**config.mk**
```make
export PLATFORM = sky130hd
export DESIGN_NAME = mem_access_unit
export DESIGN_NICKNAME = d
export VERILOG_FILES = /design/src/rtl/mem_access_unit.sv
export SDC_FILE = /design/constraint.sdc
export NUM_CORES = 1
export LEC_CHECK = 0
export ABC_CLOCK_PERIOD_IN_PS = 4400
export CAP_MARGIN = 20
export CELL_PAD_IN_SITES_DETAIL_PLACEMENT = 1
export CELL_PAD_IN_SITES_GLOBAL_PLACEMENT = 1
export CORE_ASPECT_RATIO = 1.2
export CORE_MARGIN = 2
export CORE_UTILIZATION = 34
export DETAILED_ROUTE_END_ITERATION = 10
export PLACE_DENSITY = 0.92
export SLEW_MARGIN = 0
export SYNTH_ARGS = -nofsm -noshare
export SYNTH_HDL_FRONTEND = slang
export SYNTH_SLANG_ARGS = --single-unit
```
**constraint.sdc**
```tcl
create_clock -name clk -period 4.4 [get_ports clk]
set_input_delay 1.32 -clock clk [delete_from_list [all_inputs] [get_ports clk]]
set_output_delay 1.32 -clock clk [all_outputs]
set_load 0.02 [all_outputs]
```
**src/rtl/mem_access_unit.sv**
```systemverilog
// Load/store unit between the M stage and a word-wide bus with variable-latency ack.
// Builds byte-enabled writes, aligns/extends loads, stalls the pipeline and times out silent slaves.
module mem_access_unit #(
   parameter int TIMEOUT = 16
) (
   input  logic        clk,
   input  logic        rst,
   input  logic        MemReadM,
   input  logic        MemWriteM,
   input  logic [2:0]  funct3M,
   input  logic [31:0] ALUResultM,
   input  logic [31:0] WriteDataM,
   output logic [31:0] ReadDataM,
   output logic        StallMem,
   output logic        MisalignM,
   output logic        BusErrM,
   output logic        bus_req,
   output logic        bus_we,
   output logic [29:0] bus_addr,
   output logic [3:0]  bus_be,
   output logic [31:0] bus_wdata,
   input  logic [31:0] bus_rdata,
   input  logic        bus_ack
);
   localparam logic [7:0] TO_LAST = 8'(TIMEOUT - 1);

   typedef enum logic [1:0] {IDLE, BUSY, DONE} state_t;
   state_t state_reg, state_next;

   logic        req_reg, we_reg;
   logic [29:0] addr_reg;
   logic [3:0]  be_reg;
   logic [31:0] wdata_reg;
   logic [1:0]  off_reg;
   logic [2:0]  f3_reg;
   logic [7:0]  cnt_reg;
   logic [31:0] rdata_q;
   logic        err_q;

   logic        aligned, mem_op, acc, is_write, timeout;
   logic [3:0]  sb_be, be_next;
   logic [31:0] wdata_next, load_val;
   logic [7:0]  byte_sel;
   logic [15:0] half_sel;

   assign mem_op   = MemReadM | MemWriteM;
   assign is_write = MemWriteM;
   assign acc      = mem_op & aligned;
   assign timeout  = (cnt_reg == TO_LAST);

   always_comb begin
      aligned = 1'b0;
      case (funct3M)
         3'b000, 3'b100: aligned = 1'b1;
         3'b001, 3'b101: aligned = ~ALUResultM[0];
         3'b010:         aligned = (ALUResultM[1:0] == 2'b00);
         default:        aligned = 1'b0;
      endcase
   end

   genvar gi;
   generate
      for (gi = 0; gi < 4; gi++) begin : g_lane
         assign sb_be[gi] = (ALUResultM[1:0] == 2'(gi));
      end
   endgenerate

   // Stores replicate data across lanes so the slave only needs the enables.
   always_comb begin
      be_next    = 4'b1111;
      wdata_next = '0;
      if (is_write) begin
         case (funct3M[1:0])
            2'b00: begin
               be_next    = sb_be;
               wdata_next = {4{WriteDataM[7:0]}};
            end
            2'b01: begin
               be_next    = ALUResultM[1] ? 4'b1100 : 4'b0011;
               wdata_next = {2{WriteDataM[15:0]}};
            end
            default: begin
               be_next    = 4'b1111;
               wdata_next = WriteDataM;
            end
         endcase
      end
   end

   always_ff @(posedge clk or negedge rst) begin
      if (!rst) state_reg <= IDLE;
      else      state_reg <= state_next;
   end

   always_comb begin
      state_next = state_reg;
      case (state_reg)
         IDLE:    if (acc) state_next = BUSY;
         BUSY:    if (bus_ack || timeout) state_next = DONE;
         DONE:    state_next = IDLE;
         default: state_next = IDLE;
      endcase
   end

   always_ff @(posedge clk or negedge rst) begin
      if (!rst) begin
         req_reg   <= 1'b0;
         we_reg    <= 1'b0;
         addr_reg  <= '0;
         be_reg    <= '0;
         wdata_reg <= '0;
         off_reg   <= '0;
         f3_reg    <= '0;
         cnt_reg   <= '0;
         rdata_q   <= '0;
         err_q     <= 1'b0;
      end else begin
         case (state_reg)
            IDLE: begin
               if (acc) begin
                  req_reg   <= 1'b1;
                  we_reg    <= is_write;
                  addr_reg  <= ALUResultM[31:2];
                  be_reg    <= be_next;
                  wdata_reg <= wdata_next;
                  off_reg   <= ALUResultM[1:0];
                  f3_reg    <= funct3M;
                  cnt_reg   <= '0;
               end
            end
            BUSY: begin
               if (bus_ack || timeout) begin
                  // Ack has priority over a timeout landing in the same cycle.
                  rdata_q   <= (bus_ack && !we_reg) ? bus_rdata : 32'h0;
                  err_q     <= ~bus_ack;
                  req_reg   <= 1'b0;
                  we_reg    <= 1'b0;
                  addr_reg  <= '0;
                  be_reg    <= '0;
                  wdata_reg <= '0;
               end else if (cnt_reg != 8'hFF) begin
                  cnt_reg <= cnt_reg + 8'd1;
               end
            end
            default: ;
         endcase
      end
   end

   always_comb begin
      byte_sel = rdata_q[{off_reg, 3'b000} +: 8];
      half_sel = off_reg[1] ? rdata_q[31:16] : rdata_q[15:0];
      case (f3_reg)
         3'b000:  load_val = {{24{byte_sel[7]}}, byte_sel};
         3'b100:  load_val = {24'h0, byte_sel};
         3'b001:  load_val = {{16{half_sel[15]}}, half_sel};
         3'b101:  load_val = {16'h0, half_sel};
         default: load_val = rdata_q;
      endcase
   end

   always_comb begin
      ReadDataM = '0;
      if (state_reg == DONE) ReadDataM = load_val;
   end

   assign StallMem  = ((state_reg == IDLE) && acc) || (state_reg == BUSY);
   assign MisalignM = (state_reg == IDLE) && mem_op && !aligned;
   assign BusErrM   = (state_reg == DONE) && err_q;
   assign bus_req   = req_reg;
   assign bus_we    = we_reg;
   assign bus_addr  = addr_reg;
   assign bus_be    = be_reg;
   assign bus_wdata = wdata_reg;
endmodule

```
==> run metrics, run 1 <==
share of cells above drive strength 1 0.118; top cells by area, synth dfrtp_1 (51%), a22o_1 (8.4%), nand4b_1 (5.0%), mux2i_1 (4.8%), o21ai_0 (4.5%); setup ws final 129 ps; root cell of the clock tree clkbuf_16; full die area between 15,000 and 20,000 um^2; Power Dens Cells 559 nW/um^2; Area Growth Syn to Fin 52.0%; vias in the first global route 5,848; clock-pin slew on the worst setup and hold paths around 60 ps; Relative slew margins 0.324; max_cap viols 0; worst slack, placed between 20 and 25 ps; most frequent cells in the layout clkdlybuf4s50_1 (200), dfrtp_1 (116), a22o_1 (54); biggest area consumer among synthesized cells dfrtp_1; leading cell type in the layout, fill and taps excluded clkdlybuf4s50_1; post-DP HPWL approximately 14,000 um; CP Max Fanout 2; I/O pin count about 210; RSZ-0062 raised after global routing no; area share of the largest cell type after synthesis 0.514; ANT cells 0; Reg2Reg Setup Slack 1750 ps; fin crit period about 4300 ps; hold path endpoint bus_wdata[13]$_DFFE_PN0P_; DIE WIDTH around 120 um; #FFs+latches synth approximately 120; Fin Hold WS between 400 and 500 ps; DR iter-0 viols between 300 and 400; total CTS buffers 17; core region area 16,300 um^2; area of the multi-input gates about 2500 um^2; first-pass GRT wire length approximately 32,000 um; status finished clean; WP data required between 3000 and 4000 ps; slew at the pin closest to its max-slew limit a little over 1000 ps; skew final 11.6 ps; Placement Cell Area around 8000 um^2; Reg-to-Reg Start state_reg[1]$_DFFE_PN0P_; CTS Hold Bufs 0; R2R cell count 5; Initial DRT Pass Iterations 4; htree depth 4; total wire length 20,100 um; Tot GR Track Use 0.230; Die Y 145 um; Bufs on Longest Clock Path 2; average cell area after synthesis approximately 11 um^2; synth warn 0; final period utilization 0.971; Num Clock Sinks approximately 120; fin area approximately 8600 um^2; Crit. End Element output port; crit start category primary input; Worst Hold Path Cells 1; average vias per placed instance about 5.6; via count roughly 5,300; CTS resizes 0; largest net degree at the start of global routing 71; Starting Density 0.347; drt wl/cell 21.2 um; dpl cells between 900 and 1,000; Cell Area, Synth between 5000 and 6000 um^2; nets approximately 830; Max IR drop VDD roughly 0.3 mV; Site Rows approximately 50; Final Max Tran Viols 0; Hold Startpoint bus_wdata[13]$_DFFE_PN0P_; Util after Layout 0.528; clk_lat worst skew approximately 410 ps; HP Class reg2reg; fill cell count between 1,500 and 2,000; total congestion overflow 0; Finished Layout Cells 949; Synth cell types between 40 and 50; synthesized instance count roughly 520; ANT nets after route 0; Post-CTS Setup Inserts 0; crit path DAT 2950 ps; register area share after synthesis 0.514; IO Port Bufs between 200 and 250; Design Power 4.81 mW; crit path kind in2out; Finish-stage setup viols 0; initial antenna violation count 0; Remaining DRCs 0; gpl congestion around 0.85; Syn Nets 629; final count of hold timing violations 0; Fin Setup TNS 0 ps; leakage ~3.8 nW; Max Freq between 0.2 and 0.25 GHz; CTS tree done; worst reg2reg path endpoint cnt_reg[0]$_DFFE_PN0P_; Register Area roughly 2900 um^2
==> per-layer routing <==
layer	share of wire	global-route usage	wire length, um
met2	0.51	0.391	10200
met4	0.022	0.0724	444
met3	0.065	0.0582	1320
met1	0.41	0.285	8170
met5	0	0	0
==> Yosys cell counts <==
cell	number
a211o_1	1
o22ai_1	1
and2_1	3
or4_1	1
nor2_1	19
o2111ai_1	1
a22oi_1	1
clkbuf_1	38
ha_1	1
a2111oi_4	1
buf_4	1
o21ba_2	1
o211ai_1	1
a221oi_1	8
nand3_1	2
o21ai_0	51
nand2_1	37
mux2i_1	27
nor4_1	4
buf_2	7
a211oi_1	1
a31oi_1	9
a2bb2oi_1	2
nand2b_1	4
o32ai_1	1
a21boi_0	1
o21a_1	1
buf_1	3
a21o_1	18
a22o_1	54
and4_1	3
o221a_2	7
or2_2	1
nand4_1	2
mux2_2	14
o2bb2ai_1	17
and3_1	1
o22a_1	1
nand4b_1	32
dfrtp_1	116
a21oi_1	5
inv_1	20
nor2b_1	5
==> cell type report <==
cell class | count | area share
tap | 212 | 0.0309
clock buffer | 17 | 0.0495
inverter | 20 | 0.00874
timing repair buffer | 230 | 0.265
multi-input combinational | 339 | 0.291
clock inverter | 15 | 0.0172
sequential | 116 | 0.338
==> critical path, stage by stage <==
cell and delay [ps]:
clkdlybuf4s50_1 420, or4_4 450, a2111oi_4 450, or2_4 190, buf_6 110
==> how the worst max path moves through the flow <==
stage / startpoint / end / slack, ps
after floorplan: funct3M[0] / StallMem / 250
after global placement: funct3M[0] / StallMem / 30
after detailed placement: funct3M[0] / StallMem / 20
after CTS: funct3M[0] / StallMem / 7
after global routing: off_reg[1]$_DFFE_PN0P_ / ReadDataM[16] / 20
final: funct3M[0] / StallMem / 130
==> report_power, final <==
group	total, mW	leakage (nW)	internal (mW)	switching [mW]
logic	1.75	2.06	0.826	0.920
clock network	1.34	0.273	0.791	0.551
registers	1.72	1.50	1.41	0.310
==> kinds of logic after synthesis <==
family,synth area share
AO/OA/AOI/OAI,0.244
AND/OR/NAND/NOR,0.117
adder cells (fa/ha/maj),0.00221
multiplexers,0.0757
buffers and inverters,0.0481
flip-flops,0.514
(Power assumes the default switching activity.)
==> run 2: changes to the inputs <==
- HOLD_SLACK_MARGIN: unset -> 0.03
==> results of run 2 <==
The final DEF is identical to that of run 1; final timing and power are the same.
==> run 3: changes to the inputs <==
- ABC_CLOCK_PERIOD_IN_PS: 4400 -> 5500
- CORE_UTILIZATION: 34 -> 37
- PLACE_DENSITY: 0.92 -> 0.95
- clock period: 4.4 -> 5.5 ns (I/O delays scaled with it)
==> run 3 against run 2 <==
  * Sequential share of layout area rose by 0.55 points
  * Largest power group is now registers
  * Largest cell class unchanged
  * Final cell count fell by 2.3%
  * Worst hold slack got worse by 5.6 ps
  * Total power fell by 21%
  * Final area fell by 1.6%
  * Clock skew fell by 1.5 ps
  * Critical endpoint is now MisalignM
  * Die area fell by 7.9%
  * Utilization rose by 3.7 points
==> run metrics, run 3 (synthesis gave the netlist of run 1 again) <==
most frequent CP cell clkdlybuf4s50_1; initial antenna violation count 0 (unchanged); Buf/Inv on CP 3 (was 2); share of cells above drive strength 1 0.0927 (was 0.118); slew at the pin closest to its max-slew limit 1180 ps (was 1010 ps); CP Max Fanout 13 (was 2); Final Max Tran Viols 0 (unchanged); total congestion overflow 0 (unchanged); worst slack, placed 7.17 ps (was 23.3 ps); DR iter-0 viols 406 (was 366); nets 817 (was 829); Max Freq between 0.15 and 0.2 GHz; setup ws final 264 ps (was 129 ps); core region area 15,000 um^2 (was 16,300 um^2); leading cell type in the layout, fill and taps excluded clkdlybuf4s50_1 (unchanged); worst path cell trace clkdlybuf4s50_1, buf_4, a21o_1, nand2_1, nor4_1, clkdlybuf4s50_1 (was clkdlybuf4s50_1, or4_4, a2111oi_4, or2_4, buf_6); Crit path max-delay family buffers and inverters (was simple AND/OR/NAND/NOR gates); Util after Layout 0.565 (was 0.528); Finish-stage setup viols 0 (unchanged); clock-pin slew on the worst setup and hold paths 50 ps (was 60 ps); skew final 10.1 ps (was 11.6 ps); Reg2Reg Setup Slack 2470 ps (was 1750 ps); Internal Pwr Total 2.45 mW (was 3.02 mW); clk_lat worst skew 400 ps (was 410 ps); CTS tree done (unchanged); I/O pin count 207 (unchanged); Remaining DRCs 0 (unchanged); first-pass GRT wire length 31,100 um (was 32,100 um); dpl cells 896 (was 916); crit path max-delay cell type clkdlybuf4s50_1 (was or4_4); clock group share of total power 0.279 (about the same); Crit. End Element output port (unchanged); final count of hold timing violations 0 (unchanged); total wire length 20,000 um (was 20,100 um); RSZ-0062 raised after global routing no (unchanged); Die Y 139 um (was 145 um); Area Growth Syn to Fin 49.6% (was 52.0%); DIE WIDTH 117 um (was 122 um); crit path kind in2out (unchanged); fin crit period between 5000 and 6000 ps; Starting Density 0.378 (was 0.347); most frequent cells in the layout clkdlybuf4s50_1 (204), dfrtp_1 (116), a22o_1 (54) (was clkdlybuf4s50_1 (200), dfrtp_1 (116), a22o_1 (54)); slowest stage delay, CP 710 ps (was 450 ps); crit start category primary input (unchanged); Site Rows 49 (was 51); ANT cells 0 (unchanged); Finished Layout Cells 927 (was 949); Tot GR Track Use 0.247 (was 0.230); fin area 8450 um^2 (was 8590 um^2); root cell of the clock tree clkbuf_16 (unchanged); crit path DAT 3590 ps (was 2950 ps); vias in the first global route 5,676 (was 5,848); Seq pwr share 0.365 (was 0.357); ANT nets after route 0 (unchanged); HP Class reg2reg (unchanged); largest net degree at the start of global routing 89 (was 71); Switching Fraction 0.358 (was 0.371); Relative slew margins 0.213 (was 0.324); gpl congestion 0.831 (was 0.847); Num Clock Sinks 116 (unchanged); leakage 3.73 nW (was 3.84 nW); Fin Hold WS 485 ps (was 490 ps); net switching power 1.37 mW (was 1.78 mW); Design Power 3.82 mW (was 4.81 mW); final period utilization 0.952; Fin Setup TNS 0 ps (unchanged); WP data required 3850 ps (was 3080 ps); IO Port Bufs 206 (unchanged); CTS Hold Bufs 0 (unchanged); Bufs on Longest Clock Path 2 (unchanged); Max IR drop VDD 0.212 mV (was 0.300 mV); drt wl/cell 21.5 um (was 21.2 um); Placement Cell Area 7860 um^2 (was 7980 um^2); Initial DRT Pass Iterations 4 (unchanged); full die area 16,300 um^2 (was 17,700 um^2); htree depth 4 (unchanged); post-DP HPWL 13,900 um (was 14,200 um); status finished clean (unchanged); total CTS buffers 17 (unchanged); average vias per placed instance 5.60 (about the same); combinational power share 0.356 (was 0.363); Power Dens Cells 452 nW/um^2 (was 559 nW/um^2); via count 5,191 (was 5,313); max_cap viols 0 (unchanged)
run 3: changes by cell type in the layout (fill, tap and decap cells not counted), sizes merged:
cell and delta:
buf -13, dlymetal6s2s -4, inv -6, clkdlybuf4s50 +4, dlygate4sd2 +1, clkinv -1, bufinv +1, clkbuf +4
run 3: final cells by class:
cell class | instances | area (um^2)
Multi-Input combinational cell | 339 | 2480
Fill cell | 1618 | 6510
Clock buffer | 21 | 460
Sequential cell | 116 | 2900
Timing Repair Buffer | 218 | 2170
Clock inverter | 9 | 106
Tap cell | 204 | 255
Inverter | 20 | 75.1
run 3: path summary, 6_finish.rpt:
check / from / endpoint / depth (start not counted)
min in group asynchronous: rst / rdata_q[27]$_DFFE_PN0P_ / 1
setup reg to reg: state_reg[1]$_DFFE_PN0P_ / cnt_reg[0]$_DFFE_PN0P_ / 4
hold reg to reg: bus_wdata[13]$_DFFE_PN0P_ / bus_wdata[13]$_DFFE_PN0P_ / 1
hold / removal: bus_wdata[13]$_DFFE_PN0P_ / bus_wdata[13]$_DFFE_PN0P_ / 1
setup / recovery: funct3M[0] / MisalignM / 6
max in group asynchronous: rst / bus_addr[20]$_DFFE_PN0P_ / 3
run 3: power groups by stage:
stage	logic (mW)	registers, mW	clock network, mW
finish	1.36	1.40	1.07
global route	1.45	1.43	1.12
CTS	1.36	1.39	1.08
detailed placement	1.34	1.39	0
global placement	1.28	1.37	0
floorplan	0.631	1.44	0
run 3: timing repair:
item,4_1_cts,5_1_grt
hold endpoints to repair,0,0
endpoints found under the setup margin,1,0
buffers inserted,0,0
gates resized for setup,1,0
run 3: layer usage:
metal / global-route usage / part of all wire / up-vias
met4: 0.0904 / 0.028 / 0
met3: 0.0605 / 0.066 / 40
met5: 0 / 0 / -
met1: 0.305 / 0.40 / 2588
li1: - / - / 2343
met2: 0.415 / 0.51 / 220
